==> config.mk <==
export PLATFORM = sky130hd
export DESIGN_NAME = clint_multi_flat
export DESIGN_NICKNAME = d
export VERILOG_FILES = /design/src/rtl/clint_multi_if.sv /design/src/rtl/clint_multi.sv /design/src/flat_wrapper.sv
export SDC_FILE = /design/constraint.sdc
export NUM_CORES = 1
export LEC_CHECK = 0
export CORE_MARGIN = 2
export CORE_UTILIZATION = 39
export DETAILED_ROUTE_END_ITERATION = 12
export GPL_TIMING_DRIVEN = 0
export PLACE_DENSITY = 0.63
export SLEW_MARGIN = 40
export SYNTH_ARGS = -nofsm -noshare
export SYNTH_HDL_FRONTEND = slang
export SYNTH_SLANG_ARGS = --single-unit
==> constraint.sdc <==
create_clock -name clk -period 11.07 [get_ports clk]
set_input_delay 3.321 -clock clk [delete_from_list [all_inputs] [get_ports clk]]
set_output_delay 3.321 -clock clk [all_outputs]
set_load 0.01 [all_outputs]
==> src/rtl/clint_multi_if.sv <==
// Peripheral bus bundle for clint_multi: select, address, write strobe/size, data in and out.
interface clint_multi_if;
  logic        sel;
  logic [15:0] addr;
  logic [2:0]  we;
  logic [31:0] wdata;
  logic [31:0] rdata;

  modport master (
    output sel,
    output addr,
    output we,
    output wdata,
    input  rdata
  );

  modport slave (
    input  sel,
    input  addr,
    input  we,
    input  wdata,
    output rdata
  );
endinterface

==> src/rtl/clint_multi.sv <==
// Multi-hart RISC-V CLINT: per-hart msip and mtimecmp, one shared prescaled 64-bit mtime,
// registered per-hart timer and software interrupt lines.
module clint_multi #(
  parameter int          NUM_HART  = 2,
  parameter int          PRESC_W   = 8,
  parameter int unsigned PRESC_RST = 0
) (
  input  logic                clk,
  input  logic                rst,
  clint_multi_if.slave        bus,
  output logic [NUM_HART-1:0] int_timer,
  output logic [NUM_HART-1:0] int_soft
);

  logic                wr_en;
  logic                msip_hit;
  logic                cmp_hit;
  logic                ctrl_hit;
  logic                mtime_lo_hit;
  logic                mtime_hi_hit;
  logic [11:0]         msip_idx;
  logic [10:0]         cmp_idx;
  logic                tick;
  logic [31:0]         rdata_c;

  logic [NUM_HART-1:0] msip_q, msip_d;
  logic [63:0]         mtimecmp_q [NUM_HART];
  logic [63:0]         mtimecmp_d [NUM_HART];
  logic                en_q, en_d;
  logic [PRESC_W-1:0]  div_q, div_d;
  logic [PRESC_W-1:0]  count_q, count_d;
  logic [63:0]         mtime_q, mtime_d;
  logic [NUM_HART-1:0] int_timer_q, int_timer_d;
  logic [NUM_HART-1:0] int_soft_q, int_soft_d;

  assign wr_en        = bus.sel & bus.we[2] & (bus.we[1:0] == 2'b10);
  assign msip_hit     = (bus.addr[15:14] == 2'b00) && (bus.addr[1:0] == 2'b00);
  assign cmp_hit      = (bus.addr[15:14] == 2'b01) && (bus.addr[1:0] == 2'b00);
  assign ctrl_hit     = (bus.addr == 16'hBFF0);
  assign mtime_lo_hit = (bus.addr == 16'hBFF8);
  assign mtime_hi_hit = (bus.addr == 16'hBFFC);
  assign msip_idx     = bus.addr[13:2];
  assign cmp_idx      = bus.addr[13:3];

  assign tick = en_q && (count_q == div_q);

  always_comb begin
    msip_d = msip_q;
    for (int h = 0; h < NUM_HART; h++) begin
      mtimecmp_d[h] = mtimecmp_q[h];
      if (wr_en && msip_hit && (msip_idx == 12'(h))) begin
        msip_d[h] = bus.wdata[0];
      end
      if (wr_en && cmp_hit && (cmp_idx == 11'(h))) begin
        if (bus.addr[2]) begin
          mtimecmp_d[h][63:32] = bus.wdata;
        end else begin
          mtimecmp_d[h][31:0] = bus.wdata;
        end
      end
    end
  end

  // A ctrl write restarts the divide count so a new divisor takes effect from a clean phase.
  always_comb begin
    en_d    = en_q;
    div_d   = div_q;
    count_d = count_q;
    if (en_q) begin
      count_d = tick ? '0 : count_q + PRESC_W'(1);
    end
    if (wr_en && ctrl_hit) begin
      en_d    = bus.wdata[0];
      div_d   = bus.wdata[PRESC_W+7:8];
      count_d = '0;
    end
  end

  // A half-word write overrides a coinciding tick; no carry crosses into the other half.
  always_comb begin
    mtime_d = mtime_q;
    if (tick) begin
      mtime_d = mtime_q + 64'd1;
    end
    if (wr_en && mtime_lo_hit) begin
      mtime_d = {mtime_q[63:32], bus.wdata};
    end else if (wr_en && mtime_hi_hit) begin
      mtime_d = {bus.wdata, mtime_q[31:0]};
    end
  end

  always_comb begin
    int_soft_d  = msip_q;
    int_timer_d = '0;
    for (int h = 0; h < NUM_HART; h++) begin
      int_timer_d[h] = (mtime_q >= mtimecmp_q[h]);
    end
  end

  always_comb begin
    rdata_c = '0;
    if (bus.sel) begin
      for (int h = 0; h < NUM_HART; h++) begin
        if (msip_hit && (msip_idx == 12'(h))) begin
          rdata_c = {31'b0, msip_q[h]};
        end
        if (cmp_hit && (cmp_idx == 11'(h))) begin
          rdata_c = bus.addr[2] ? mtimecmp_q[h][63:32] : mtimecmp_q[h][31:0];
        end
      end
      if (ctrl_hit) begin
        rdata_c = (32'(div_q) << 8) | {31'b0, en_q};
      end
      if (mtime_lo_hit) begin
        rdata_c = mtime_q[31:0];
      end
      if (mtime_hi_hit) begin
        rdata_c = mtime_q[63:32];
      end
    end
  end

  assign bus.rdata = rdata_c;

  // mtimecmp resets to all-ones so no hart sees a timer interrupt before software programs it.
  always_ff @(posedge clk or posedge rst) begin
    if (rst) begin
      msip_q <= '0;
      for (int h = 0; h < NUM_HART; h++) begin
        mtimecmp_q[h] <= 64'hFFFF_FFFF_FFFF_FFFF;
      end
      en_q        <= 1'b1;
      div_q       <= PRESC_W'(PRESC_RST);
      count_q     <= '0;
      mtime_q     <= '0;
      int_timer_q <= '0;
      int_soft_q  <= '0;
    end else begin
      msip_q <= msip_d;
      for (int h = 0; h < NUM_HART; h++) begin
        mtimecmp_q[h] <= mtimecmp_d[h];
      end
      en_q        <= en_d;
      div_q       <= div_d;
      count_q     <= count_d;
      mtime_q     <= mtime_d;
      int_timer_q <= int_timer_d;
      int_soft_q  <= int_soft_d;
    end
  end

  assign int_timer = int_timer_q;
  assign int_soft  = int_soft_q;

endmodule
==> src/flat_wrapper.sv <==
// flat-port wrapper written by rule: the top's interface ports become plain ports
module clint_multi_flat 
#(
  parameter int          NUM_HART  = 2,
  parameter int          PRESC_W   = 8,
  parameter int unsigned PRESC_RST = 0
)
  (clk, rst, int_timer, int_soft, bus_sel, bus_addr, bus_we, bus_wdata, bus_rdata);
  clint_multi_if bus_i ();
  input  logic clk;
  input  logic rst;
  output logic [NUM_HART-1:0] int_timer;
  output logic [NUM_HART-1:0] int_soft;
  input wire logic [$bits(bus_i.sel)-1:0] bus_sel;
  input wire logic [$bits(bus_i.addr)-1:0] bus_addr;
  input wire logic [$bits(bus_i.we)-1:0] bus_we;
  input wire logic [$bits(bus_i.wdata)-1:0] bus_wdata;
  output wire logic [$bits(bus_i.rdata)-1:0] bus_rdata;
  assign bus_i.sel = bus_sel;
  assign bus_i.addr = bus_addr;
  assign bus_i.we = bus_we;
  assign bus_i.wdata = bus_wdata;
  assign bus_rdata = bus_i.rdata;
  clint_multi #(.NUM_HART(NUM_HART), .PRESC_W(PRESC_W), .PRESC_RST(PRESC_RST)) u_core (.clk(clk), .rst(rst), .bus(bus_i), .int_timer(int_timer), .int_soft(int_soft));
endmodule
**Word-level counts from Yosys, hierarchy flattened**

Cells that the tools add are included.

- Register bits: 215
- Input bits: 54
- Output and inout bits: 36

- $add $sub $neg: 2
- Order comparisons: 2
- Eq/ne operators: 9
- Multiplexer cells: 16
- Bitwise operators: 5
- Reductions and logical operators: 29

Operators by type and width:

| cell | count |
|---|---|
| 32-bit two-way mux | 10 |
| 64-bit >= comparator | 2 |
| 64-bit two-way mux | 2 |
| 64-bit by 1-bit adder with 64-bit output (second input constant) | 1 |
| 16-bit == test (second input constant) | 3 |
| 8-bit two-way mux | 3 |
| 1-bit logical AND | 16 |
| 16-bit by 1-bit OR with 16-bit output | 1 |
| 12-bit by 1-bit == test with 1-bit output (second input constant) | 1 |
| 12-bit zero test | 1 |
| 2-bit AND reduction | 6 |
| 11-bit by 1-bit == test with 1-bit output (second input constant) | 1 |
| 11-bit zero test | 1 |
| 8-bit by 1-bit adder with 8-bit output (second input constant) | 1 |
| 8-bit == test | 1 |
| 2-bit nonzero test | 3 |
| 2-bit zero test | 2 |
| 1-bit AND | 2 |
| 2-bit by 1-bit == test with 1-bit output (second input constant) | 1 |
| 2-bit == test (second input constant) | 1 |
| 2-bit by 1-bit != test with 1-bit output (second input constant) | 1 |
| 1-bit inverter | 2 |
| 1-bit two-way mux | 1 |

**Logic depth before layout (Yosys ltp)**

Gate-level depths: netlist (run 1).

- Word-level depth: 11
- Gate-level depth with buffers: 10
- Gate-level depth less buffers: 9

**Worst setup path after synthesis (run 1)**

No wires, ideal clock.

- Kind: input-to-output
- From: input bus_addr[12]
- To: output bus_rdata[0]
- Arrival: 5.215 ns
- Data required time: 7.749 ns
- Path slack: 2.534 ns
- Stages: 7
- Path through: nor4_1 > nand3b_1 > nor4_1 > clkbuf_1 > buf_2 > a32oi_1 > a221oi_1

- Word-level cells in the longest chain between the ends: 10
- Elaborated cells on any way between the ends: 19
- Those cells by class: eq/ne (5); mux (8); reduce/logical (6)

RTL lines:

| element | RTL line | text |
|---|---|---|
| from (decl) | flat_wrapper.sv:15 | `input wire logic [$bits(bus_i.addr)-1:0] bus_addr;` |
| 12-bit zero test | clint_multi.sv:104 | `if (msip_hit && (msip_idx == 12'(h))) begin` |
| 1-bit logical AND | clint_multi.sv:104 |  |
| 1-bit two-way mux | clint_multi.sv:104 |  |
| 32-bit two-way mux | clint_multi.sv:107 | `if (cmp_hit && (cmp_idx == 11'(h))) begin` |
| 32-bit two-way mux | clint_multi.sv:104 |  |
| 32-bit two-way mux | clint_multi.sv:107 |  |
| 32-bit two-way mux | clint_multi.sv:111 | `if (ctrl_hit) begin` |
| 32-bit two-way mux | clint_multi.sv:114 | `if (mtime_lo_hit) begin` |
| 32-bit two-way mux (*) | clint_multi.sv:117 | `if (mtime_hi_hit) begin` |
| 32-bit two-way mux (*) | clint_multi.sv:102 | `if (bus.sel) begin` |
| to (decl) | flat_wrapper.sv:18 | `output wire logic [$bits(bus_i.rdata)-1:0] bus_rdata;` |

Mark *: on every way between the ends. The rest lies on a longest branch, timed or not.

**Worst setup path in the final report (run 1)**

- From: input bus_addr[3]
- To: output bus_rdata[0]

The elaborated chain is that of the path after synthesis.

==> results.sh, run 1 <==
export IMPL_status="completed"
export IMPL_clock_sinks=215
export IMPL_crit_chain="clkdlybuf4s50_1 > clkbuf_1 > clkbuf_1 > buf_1 > a32oi_1 > a221oi_1 > clkdlybuf4s50_1"
export IMPL_path_clk_slew_ns=0.07
export IMPL_tightestPinTransition_ns=0.965
export IMPL_drc_errors=0
export IMPL_area_delta_synth_final_pct=17.3
export IMPL_yosysWarnings=0
export IMPL_postCtsSetupBuffers=0
export IMPL_required_ns=7.75
export IMPL_portBuffers=86
export IMPL_numCtsBuffers=27
export IMPL_slowest_stage="buf_1"
export IMPL_place_area_um2=16500
export IMPL_yosysTopAreaCell="dfstp_2"
export IMPL_synth_edf_count=0
export IMPL_synth_area_leaders="dfstp_2, dfrtp_1, ha_1, mux2_2, o21ai_0"
export IMPL_synthFlopType="dfstp_2"
export IMPL_crit_arrival_ns=7.30
export IMPL_synth_seq_cells=215
export IMPL_design_die_area_um2=39600
export IMPL_yosysTopAreaCellShare=0.229
export IMPL_ff2ff_path_depth=8
export IMPL_critical_path_max_stage_delay_ns=0.74
export IMPL_timing_final_crit_share=0.959
export IMPL_cts_tree="yes"
export IMPL_powerDensity_nw_per_um2=106
export IMPL_peakVddDrop_mv=0.114
export IMPL_initial_core_util=0.395
export IMPL_p_leak_nw=6.75
export IMPL_fin_skew_ns=0.0108
export IMPL_clock_path_buffers=3
export IMPL_maxCapViolCount=0
export IMPL_nets=1892
export IMPL_via_per_inst=6.17
export IMPL_crit_path_max_fanout=10
export IMPL_antennaDiodeCount=0
export IMPL_hold_viol=0
export IMPL_grt_first_pass_wirelength_mm=86.9
export IMPL_grt_start_max_net_pins=73
export IMPL_grt_usage=0.299
export IMPL_slew_limit_headroom=0.357
export IMPL_grt_pass1_vias=13474
export IMPL_min_path_cells=0
export IMPL_ios=90
export IMPL_fin_crit_ns=10.62
export IMPL_fin_util=0.463
export IMPL_fp_dieW_um=199
export IMPL_synthDistinctLibCells=68
export IMPL_ant_nets=0
export IMPL_clock_latency_ns=0.55
export IMPL_netlist_area_um2=14800
export IMPL_dpl_hpwl_mm=42.8
export IMPL_rsz0062_at_grt="false"
export IMPL_fin_area_um2=17400
export IMPL_slew_viol_final=0
export IMPL_max_freq_ghz=0.0942
export IMPL_ctsResizeCount=0
export IMPL_netlist_instances=1590
export IMPL_start_kind="input port"
export IMPL_core_area_um2=37600
export IMPL_dr_pass1_iters=5
export IMPL_setup_viol=0
export IMPL_syn_avg_cell_area_um2=9.32
export IMPL_die_h_um=199
export IMPL_synth_fp_nets=1774
export IMPL_synthArstFlopShare=1.00
export IMPL_synth_seq_area_share=0.374
export IMPL_worstSetupPathType="input port to primary output"
export IMPL_antenna_found_initial=0
export IMPL_place_congestion=0.985
export IMPL_row_count=71
export IMPL_crit_path_end_kind="primary output"
export IMPL_first_iter_violations=1473
export IMPL_min_path_type="flip-flop to flip-flop"
export IMPL_vias=13819
export IMPL_drive_gt1_frac=0.212
export IMPL_wl_per_cell_um=26.2
export IMPL_p_total_mw=1.85
export IMPL_htree_num_levels=1
export IMPL_pre_cts_ws_ns=0.502
export IMPL_cts_root_buf="clkbuf_16"
export IMPL_setup_slack_ns=0.453
export IMPL_routed_wl_mm=58.7
export IMPL_grt_overflow=0
export IMPL_setup_tns_ns=0
export IMPL_ctsHoldBuffers=0
## final timing paths
path	to	slack [ns]	startpoint
setup / recovery	bus_rdata[0]	0.45	bus_addr[3]
hold / removal	u_core.int_soft[1]	0.40	u_core.int_soft_d[1]
setup reg to reg	u_core.int_timer[0]	7.49	u_core.mtime_q[47]
hold reg to reg	u_core.int_soft[1]	0.40	u_core.int_soft_d[1]
max in group asynchronous	u_core.mtimecmp_q[13]	6.84	rst
min in group asynchronous	u_core.mtime_q[35]	3.16	rst
## per-stage QoR
stage | cells | hold WS, ns
2_1_floorplan | 1590 | 0.369
3_3_place_gp | 2187 | 0.385
3_5_place_dp | 2190 | 0.388
4_1_cts | 2239 | 0.397
5_1_grt | 2239 | 0.423
6_report | 2239 | 0.396
## worst max-delay path, delay by kind of cell
family | cells | cell delay [ns]
compound gates | 2 | 0.64
buf+inv | 5 | 3.31
## synthesized netlist by cell type, types with 19 or more instances
master,n
ha_1,130
a22oi_1,29
nand3_1,64
a211oi_1,20
and3_1,19
clkbuf_1,55
a21oi_1,95
xor2_1,25
buf_1,19
nor2_1,67
inv_1,138
nand4_1,50
o21ai_0,143
nor3_1,27
nand2_1,126
dfrtp_1,86
dfstp_2,129
mux2_2,140
## layer usage
layer,global-route usage,routed length [um],vias to the layer above,share of wire
li1,-,-,6072,-
met1,0.393,23600,6781,0.40
met2,0.472,26000,775,0.44
met3,0.0537,5650,189,0.096
met4,0.150,3410,2,0.058
met5,0.00894,43,-,0.00073
## report_power, final
| group | switching, mW | internal [mW] | leakage [nW] |
|---|---|---|---|
| clock network | 0.372 | 0.575 | 0.455 |
| registers | 0.0000637 | 0.788 | 2.39 |
| logic | 0.0776 | 0.0360 | 3.91 |
| total | 0.450 | 1.40 | 6.75 |
## kinds of logic after synthesis
logic type	synth area share
adder cells (fa/ha/maj)	0.110
buffers and inverters	0.0577
multiplexers	0.120
flip-flops	0.374
AO/OA/AOI/OAI	0.173
AND/OR/NAND/NOR	0.141
XOR/XNOR	0.0248
## layout by cell type (no fill, tap or decap), types with 27 or more instances in the layout
master,instances
o21ai_0,142
nor2_1,67
ha_1,130
nand4_1,50
clkdlybuf4s50_1,86
nand3_1,64
clkbuf_16,27
dfstp_2,129
clkbuf_1,48
a22oi_1,29
inv_1,137
nand2_1,126
dfrtp_1,86
mux2_2,140
a21oi_1,95
## state kept, by name (all words and copies together) (netlist names)
name	cells
u_core.div_q	8
u_core.int_soft_d	2
u_core.count_q	8
u_core.mtimecmp_q	128
u_core.mtime_q	64
u_core.int_soft	2
u_core.en_q	1
u_core.int_timer	2
## area by class of cell
cell class / instances / area, um2
multi-input cells: 1153 / 8460
clock buffers: 40 / 774
plain buffers: 82 / 355
inverters: 140 / 533
clock inverters: 9 / 149
well taps: 511 / 639
flip-flops and latches: 215 / 5540
repair buffers: 89 / 936
fillers: 3616 / 20200
Power figures use the tool's default switching activity.
==> run 2, diff against run 1 <==
--- a/config.mk
+++ b/config.mk
@@ -10,6 +10,7 @@
 export DETAILED_ROUTE_END_ITERATION = 12
 export GPL_TIMING_DRIVEN = 0
 export PLACE_DENSITY = 0.63
+export RECOVER_POWER = 25
 export SLEW_MARGIN = 40
 export SYNTH_ARGS = -nofsm -noshare
 export SYNTH_HDL_FRONTEND = slang
==> run 2 against run 1 <==
Flip-flop and latch count unchanged. Combinational power about the same. Die area unchanged. Sequential power about the same. Power decreased by 0.16%. The flow now finishes with violations (max-capacitance violations, max-slew violations). Setup slack improved by 0.014 ns. Clock skew decreased by 0.00062 ns. Largest cell class unchanged. Utilization decreased by 0.12 points. Critical endpoint is now bus_rdata[8]. Largest power group unchanged.
==> results.sh, run 2 (synthesized netlist as in run 1, its figures left out) <==
export IMPL_min_path_type="flip-flop to flip-flop"
export IMPL_area_delta_synth_final_pct=17.0
export IMPL_core_area_um2=37600
export IMPL_row_count=71
export IMPL_vias=13770
export IMPL_worstSetupPathType="input port to primary output"
export IMPL_place_area_um2=16500
export IMPL_worst_hold_slack_ns=0.396
export IMPL_crit_chain="clkdlybuf4s50_1 > nor4_1 > nand3b_1 > nor4_1 > clkbuf_2 > buf_2 > nand4_1 > o221ai_1 > o21ai_0 > a21oi_1 > clkdlybuf4s50_1"
export IMPL_crit_cells=11
export IMPL_wl_per_cell_um=26.2
export IMPL_required_ns=7.75
export IMPL_min_path_cells=0
export IMPL_crit_arrival_ns=7.28
export IMPL_clock_sinks=215
export IMPL_ctsHoldBuffers=0
export IMPL_setup_slack_ns=0.466
export IMPL_dpl_hpwl_mm=42.8
export IMPL_drc_errors=0
export IMPL_maxCapViolCount=3
export IMPL_pre_cts_ws_ns=0.502
export IMPL_cts_root_buf="clkbuf_16"
export IMPL_grt_overflow=0
export IMPL_initial_core_util=0.395
export IMPL_violations="max-capacitance violations, max-slew violations"
export IMPL_nets=1892
export IMPL_crit_buf_inv=4
export IMPL_clock_latency_ns=0.55
export IMPL_slew_limit_headroom=-1.55
export IMPL_start_kind="input port"
export IMPL_fin_skew_ns=0.0101
export IMPL_fp_dieW_um=199
export IMPL_setup_viol=0
export IMPL_via_per_inst=6.15
export IMPL_place_congestion=0.985
export IMPL_fin_util=0.462
export IMPL_critical_path_max_stage_delay_ns=0.61
export IMPL_crit_path_end_kind="primary output"
export IMPL_final_common_cell="o21ai_0"
export IMPL_slowest_stage="clkdlybuf4s50_1"
export IMPL_dr_pass1_iters=6
export IMPL_portBuffers=86
export IMPL_slew_viol_final=148
export IMPL_antenna_found_initial=0
export IMPL_largest_register_ffs=128
export IMPL_path_clk_slew_ns=0.07
export IMPL_cts_tree="yes"
export IMPL_grt_start_max_net_pins=73
export IMPL_powerDensity_nw_per_um2=106
export IMPL_ant_nets=0
export IMPL_numCtsBuffers=27
export IMPL_first_iter_violations=1514
export IMPL_hold_viol=0
export IMPL_grt_usage=0.299
export IMPL_die_h_um=199
export IMPL_htree_num_levels=1
export IMPL_critical_path_top_delay_family="buffers and inverters"
export IMPL_power_share_clock=0.513
export IMPL_fin_area_um2=17300
export IMPL_fin_crit_ns=10.60
export IMPL_setup_tns_ns=0
export IMPL_max_freq_ghz=0.0943
export IMPL_internal_power_mw=1.40
export IMPL_final_cell_mix="o21ai_0, mux2_2, inv_1"
export IMPL_design_die_area_um2=39600
export IMPL_drive_gt1_frac=0.211
export IMPL_status="finished with violations"
export IMPL_tightestPinTransition_ns=3.83
export IMPL_rsz0062_at_grt="false"
export IMPL_reg_top3="u_core.mtimecmp_q: 128 flops, u_core.mtime_q: 64 flops"
export IMPL_seqPwrFrac=0.427
export IMPL_ff2ff_path_depth=9
export IMPL_swShare=0.243
export IMPL_peakVddDrop_mv=0.115
export IMPL_grt_pass1_vias=13474
export IMPL_power_switching_mw=0.449
export IMPL_p_leak_nw=6.72
export IMPL_timing_final_crit_share=0.958
export IMPL_regMostFlops="u_core.mtimecmp_q"
export IMPL_clock_path_buffers=3
export IMPL_routed_wl_mm=58.6
export IMPL_crit_path_max_fanout=10
export IMPL_ios=90
export IMPL_ctsResizeCount=0
export IMPL_power_frac_comb=0.060
export IMPL_grt_first_pass_wirelength_mm=86.9
export IMPL_postCtsSetupBuffers=0
## run 2: metrics by stage
stage                     total power [mW]  cells
after floorplan                      0.839   1590
after global placement               0.908   2187
after detailed placement             0.912   2190
after CTS                             1.85   2239
after global routing                  1.89   2239
final                                 1.85   2240
## run 2: power by group through the flow
stage	registers (mW)	clock network (mW)	logic (mW)
floorplan	0.801	0	0.0381
global placement	0.800	0	0.108
detailed placement	0.801	0	0.111
CTS	0.789	0.952	0.112
global route	0.788	0.984	0.116
finish	0.788	0.947	0.111
## run 2: area by class of cell
class / instances / area [um2]
well taps: 511 / 639
repair buffers: 89 / 896
diodes: 1 / 2.50
multi-input cells: 1153 / 8460
clock buffers: 40 / 774
plain buffers: 82 / 355
fillers: 3625 / 20200
flip-flops and latches: 215 / 5540
clock inverters: 9 / 149
inverters: 140 / 527
## run 2: worst paths after layout
kind / startpoint / endpoint / slack (ns)
setup / recovery: bus_addr[6] / bus_rdata[8] / 0.47
hold / removal: u_core.int_soft_d[1] / u_core.int_soft[1] / 0.40
setup reg to reg: u_core.mtimecmp_q[110] / u_core.int_timer[0] / 7.41
hold reg to reg: u_core.int_soft_d[1] / u_core.int_soft[1] / 0.40
max in group asynchronous: rst / u_core.mtime_q[14] / 3.09
min in group asynchronous: rst / u_core.mtime_q[35] / 3.69
## run 2: layer usage
layer / track usage / up-vias / part of all wire
li1: - / 6065 / -
met1: 0.393 / 6816 / 0.41
met2: 0.472 / 709 / 0.44
met3: 0.0537 / 178 / 0.089
met4: 0.150 / 2 / 0.056
met5: 0.00894 / - / 0.00073
==> run 3, diff against run 2 <==
--- a/config.mk
+++ b/config.mk
@@ -6,10 +6,11 @@
 export NUM_CORES = 1
 export LEC_CHECK = 0
 export CORE_MARGIN = 2
-export CORE_UTILIZATION = 39
+export CORE_UTILIZATION = 55
+export CTS_CLUSTER_DIAMETER = 100
 export DETAILED_ROUTE_END_ITERATION = 12
 export GPL_TIMING_DRIVEN = 0
-export PLACE_DENSITY = 0.63
+export PLACE_DENSITY = 0.82
 export RECOVER_POWER = 25
 export SLEW_MARGIN = 40
 export SYNTH_ARGS = -nofsm -noshare
==> run 3 against run 2 <==
The flow still finishes with violations (max-capacitance violations, max-slew violations). First-iteration DRC count increased by 30%. Critical endpoint is now bus_rdata[31]. Clock skew increased by 0.00062 ns. Clock-buffer cell count decreased by 5. Critical path type unchanged. Cell area decreased by 1.5%.
==> results.sh, run 3 (synthesized netlist as in run 1, its figures left out) <==
export IMPL_die_h_um=168
export IMPL_crit_chain="clkdlybuf4s50_1 > nor4bb_1 > and4_1 > clkbuf_1 > buf_1 > a22oi_1 > nor2_1 > a311oi_1 > nor3_1 > clkdlybuf4s50_1"
export IMPL_portBuffers=86
export IMPL_fin_crit_ns=10.96
export IMPL_slew_limit_headroom=-1.88
export IMPL_largest_register_ffs=128
export IMPL_max_freq_ghz=0.0912
export IMPL_violations="max-capacitance violations, max-slew violations"
export IMPL_crit_path_frequent_cell="clkdlybuf4s50_1"
export IMPL_ant_nets=0
export IMPL_ctsHoldBuffers=0
export IMPL_crit_path_max_fanout=10
export IMPL_clock_path_buffers=3
export IMPL_row_count=60
export IMPL_design_die_area_um2=28300
export IMPL_numCtsBuffers=26
export IMPL_dr_pass1_iters=8
export IMPL_reg_top3="u_core.mtimecmp_q: 128 flops, u_core.mtime_q: 64 flops"
export IMPL_fin_skew_ns=0.0108
export IMPL_ios=90
export IMPL_required_ns=7.75
export IMPL_min_path_type="flip-flop to flip-flop"
export IMPL_cts_tree="yes"
export IMPL_cts_root_buf="clkbuf_16"
export IMPL_nets=1891
export IMPL_status="finished with violations"
export IMPL_crit_arrival_ns=7.64
export IMPL_worstSetupPathType="input port to primary output"
export IMPL_start_kind="input port"
export IMPL_clock_latency_ns=0.55
export IMPL_regMostFlops="u_core.mtimecmp_q"
export IMPL_maxCapViolCount=2
export IMPL_core_area_um2=26700
export IMPL_p_leak_nw=6.67
export IMPL_htree_num_levels=1
export IMPL_critical_path_top_delay_family="buffers and inverters"
export IMPL_fin_util=0.640
export IMPL_path_clk_slew_ns=0.06
export IMPL_rsz0062_at_grt="false"
export IMPL_grt_usage=0.396
export IMPL_dpl_hpwl_mm=41.0
export IMPL_setup_viol=0
export IMPL_slowest_stage="buf_1"
export IMPL_grt_overflow=0
export IMPL_place_congestion=1.03
export IMPL_ctsResizeCount=0
export IMPL_antennaDiodeCount=0
export IMPL_area_delta_synth_final_pct=15.3
export IMPL_grt_first_pass_wirelength_mm=83.7
export IMPL_postCtsSetupBuffers=0
export IMPL_final_cell_mix="o21ai_0, mux2_2, inv_1"
export IMPL_wl_per_cell_um=27.2
export IMPL_initial_core_util=0.555
export IMPL_routed_wl_mm=56.3
export IMPL_fp_dieW_um=168
export IMPL_tightestPinTransition_ns=4.32
export IMPL_via_per_inst=6.81
export IMPL_grt_start_max_net_pins=79
export IMPL_setup_tns_ns=0
export IMPL_powerDensity_nw_per_um2=104
export IMPL_timing_final_crit_share=0.990
export IMPL_slew_viol_final=141
export IMPL_final_common_cell="o21ai_0"
export IMPL_drc_errors=0
export IMPL_crit_buf_inv=4
export IMPL_hold_viol=0
export IMPL_vias=14093
export IMPL_grt_pass1_vias=13621
export IMPL_antenna_found_initial=0
export IMPL_worst_hold_slack_ns=0.397
export IMPL_peakVddDrop_mv=0.156
export IMPL_crit_path_end_kind="primary output"
export IMPL_clock_sinks=215
export IMPL_first_iter_violations=1971
export IMPL_critical_path_max_stage_delay_ns=0.78
export IMPL_drive_gt1_frac=0.210
-- run 3: cell count changes in the layout (fill, tap and decap cells not counted), moves of 2 or more --
cell	before	now
clkbuf_1	50	47
clkinv_4	0	2
clkbuf_2	17	11
clkbuf_8	5	7
buf_1	14	16
nor4_2	5	3
clkinvlp_4	0	6
bufinv_16	4	1
-- run 3: area by class of cell --
| class | count | area [um2] |
|---|---|---|
| fillers | 2229 | 9630 |
| multi-input cells | 1153 | 8470 |
| flip-flops and latches | 215 | 5540 |
| repair buffers | 89 | 896 |
| clock buffers | 35 | 776 |
| inverters | 140 | 527 |
| well taps | 341 | 427 |
| plain buffers | 82 | 348 |
| clock inverters | 13 | 113 |
-- run 3: worst reg2reg max path: cells and delay by family (launching register included) --
family                     cells  cell delay (ns)
DFF                            1             0.46
AOI/OAI and AO/OA              4             1.78
adders and majority gates      1             0.30
buffers and inverters          1             0.12
and+or+nand+nor                3             1.01
-- run 3: path summary, 6_finish.rpt --
| path | start | slack (ns) | endpoint | depth (start not counted) |
|---|---|---|---|---|
| min | u_core.int_soft_d[0] | 0.40 | u_core.int_soft[0] | 0 |
| max reg2reg | u_core.mtime_q[0] | 7.29 | u_core.int_timer[1] | 9 |
| min reg2reg | u_core.int_soft_d[0] | 0.40 | u_core.int_soft[0] | 0 |
| max | bus_addr[15] | 0.11 | bus_rdata[31] | 10 |
| max in group asynchronous | rst | 1.16 | u_core.mtime_q[26] | 4 |
| min in group asynchronous | rst | 3.17 | u_core.int_soft[1] | 2 |
-- run 3: per-layer routing --
metal,track usage,part of all wire,vias up
li1,-,-,6072
met3,0.104,0.12,209
met4,0.213,0.062,0
met5,0,0,-
met2,0.612,0.44,953
met1,0.512,0.38,6859
-- run 3: power breakdown --
part | total [mW] | switching, mW | internal (mW) | leakage [nW]
combinational | 0.110 | 0.0752 | 0.0343 | 3.86
clock | 0.880 | 0.364 | 0.515 | 0.423
sequential | 0.788 | 0.0000672 | 0.788 | 2.39
-- run 3: stage by stage --
step	power (mW)	worst slack [ns]	instances	area, um2
2_1_floorplan	0.839	2.08	1590	14800
3_3_place_gp	0.903	-0.829	2017	16100
3_5_place_dp	0.909	0.415	2020	16200
4_1_cts	1.78	0.397	2068	17100
5_1_grt	1.82	0.110	2068	17100
6_report	1.78	0.108	2068	17100
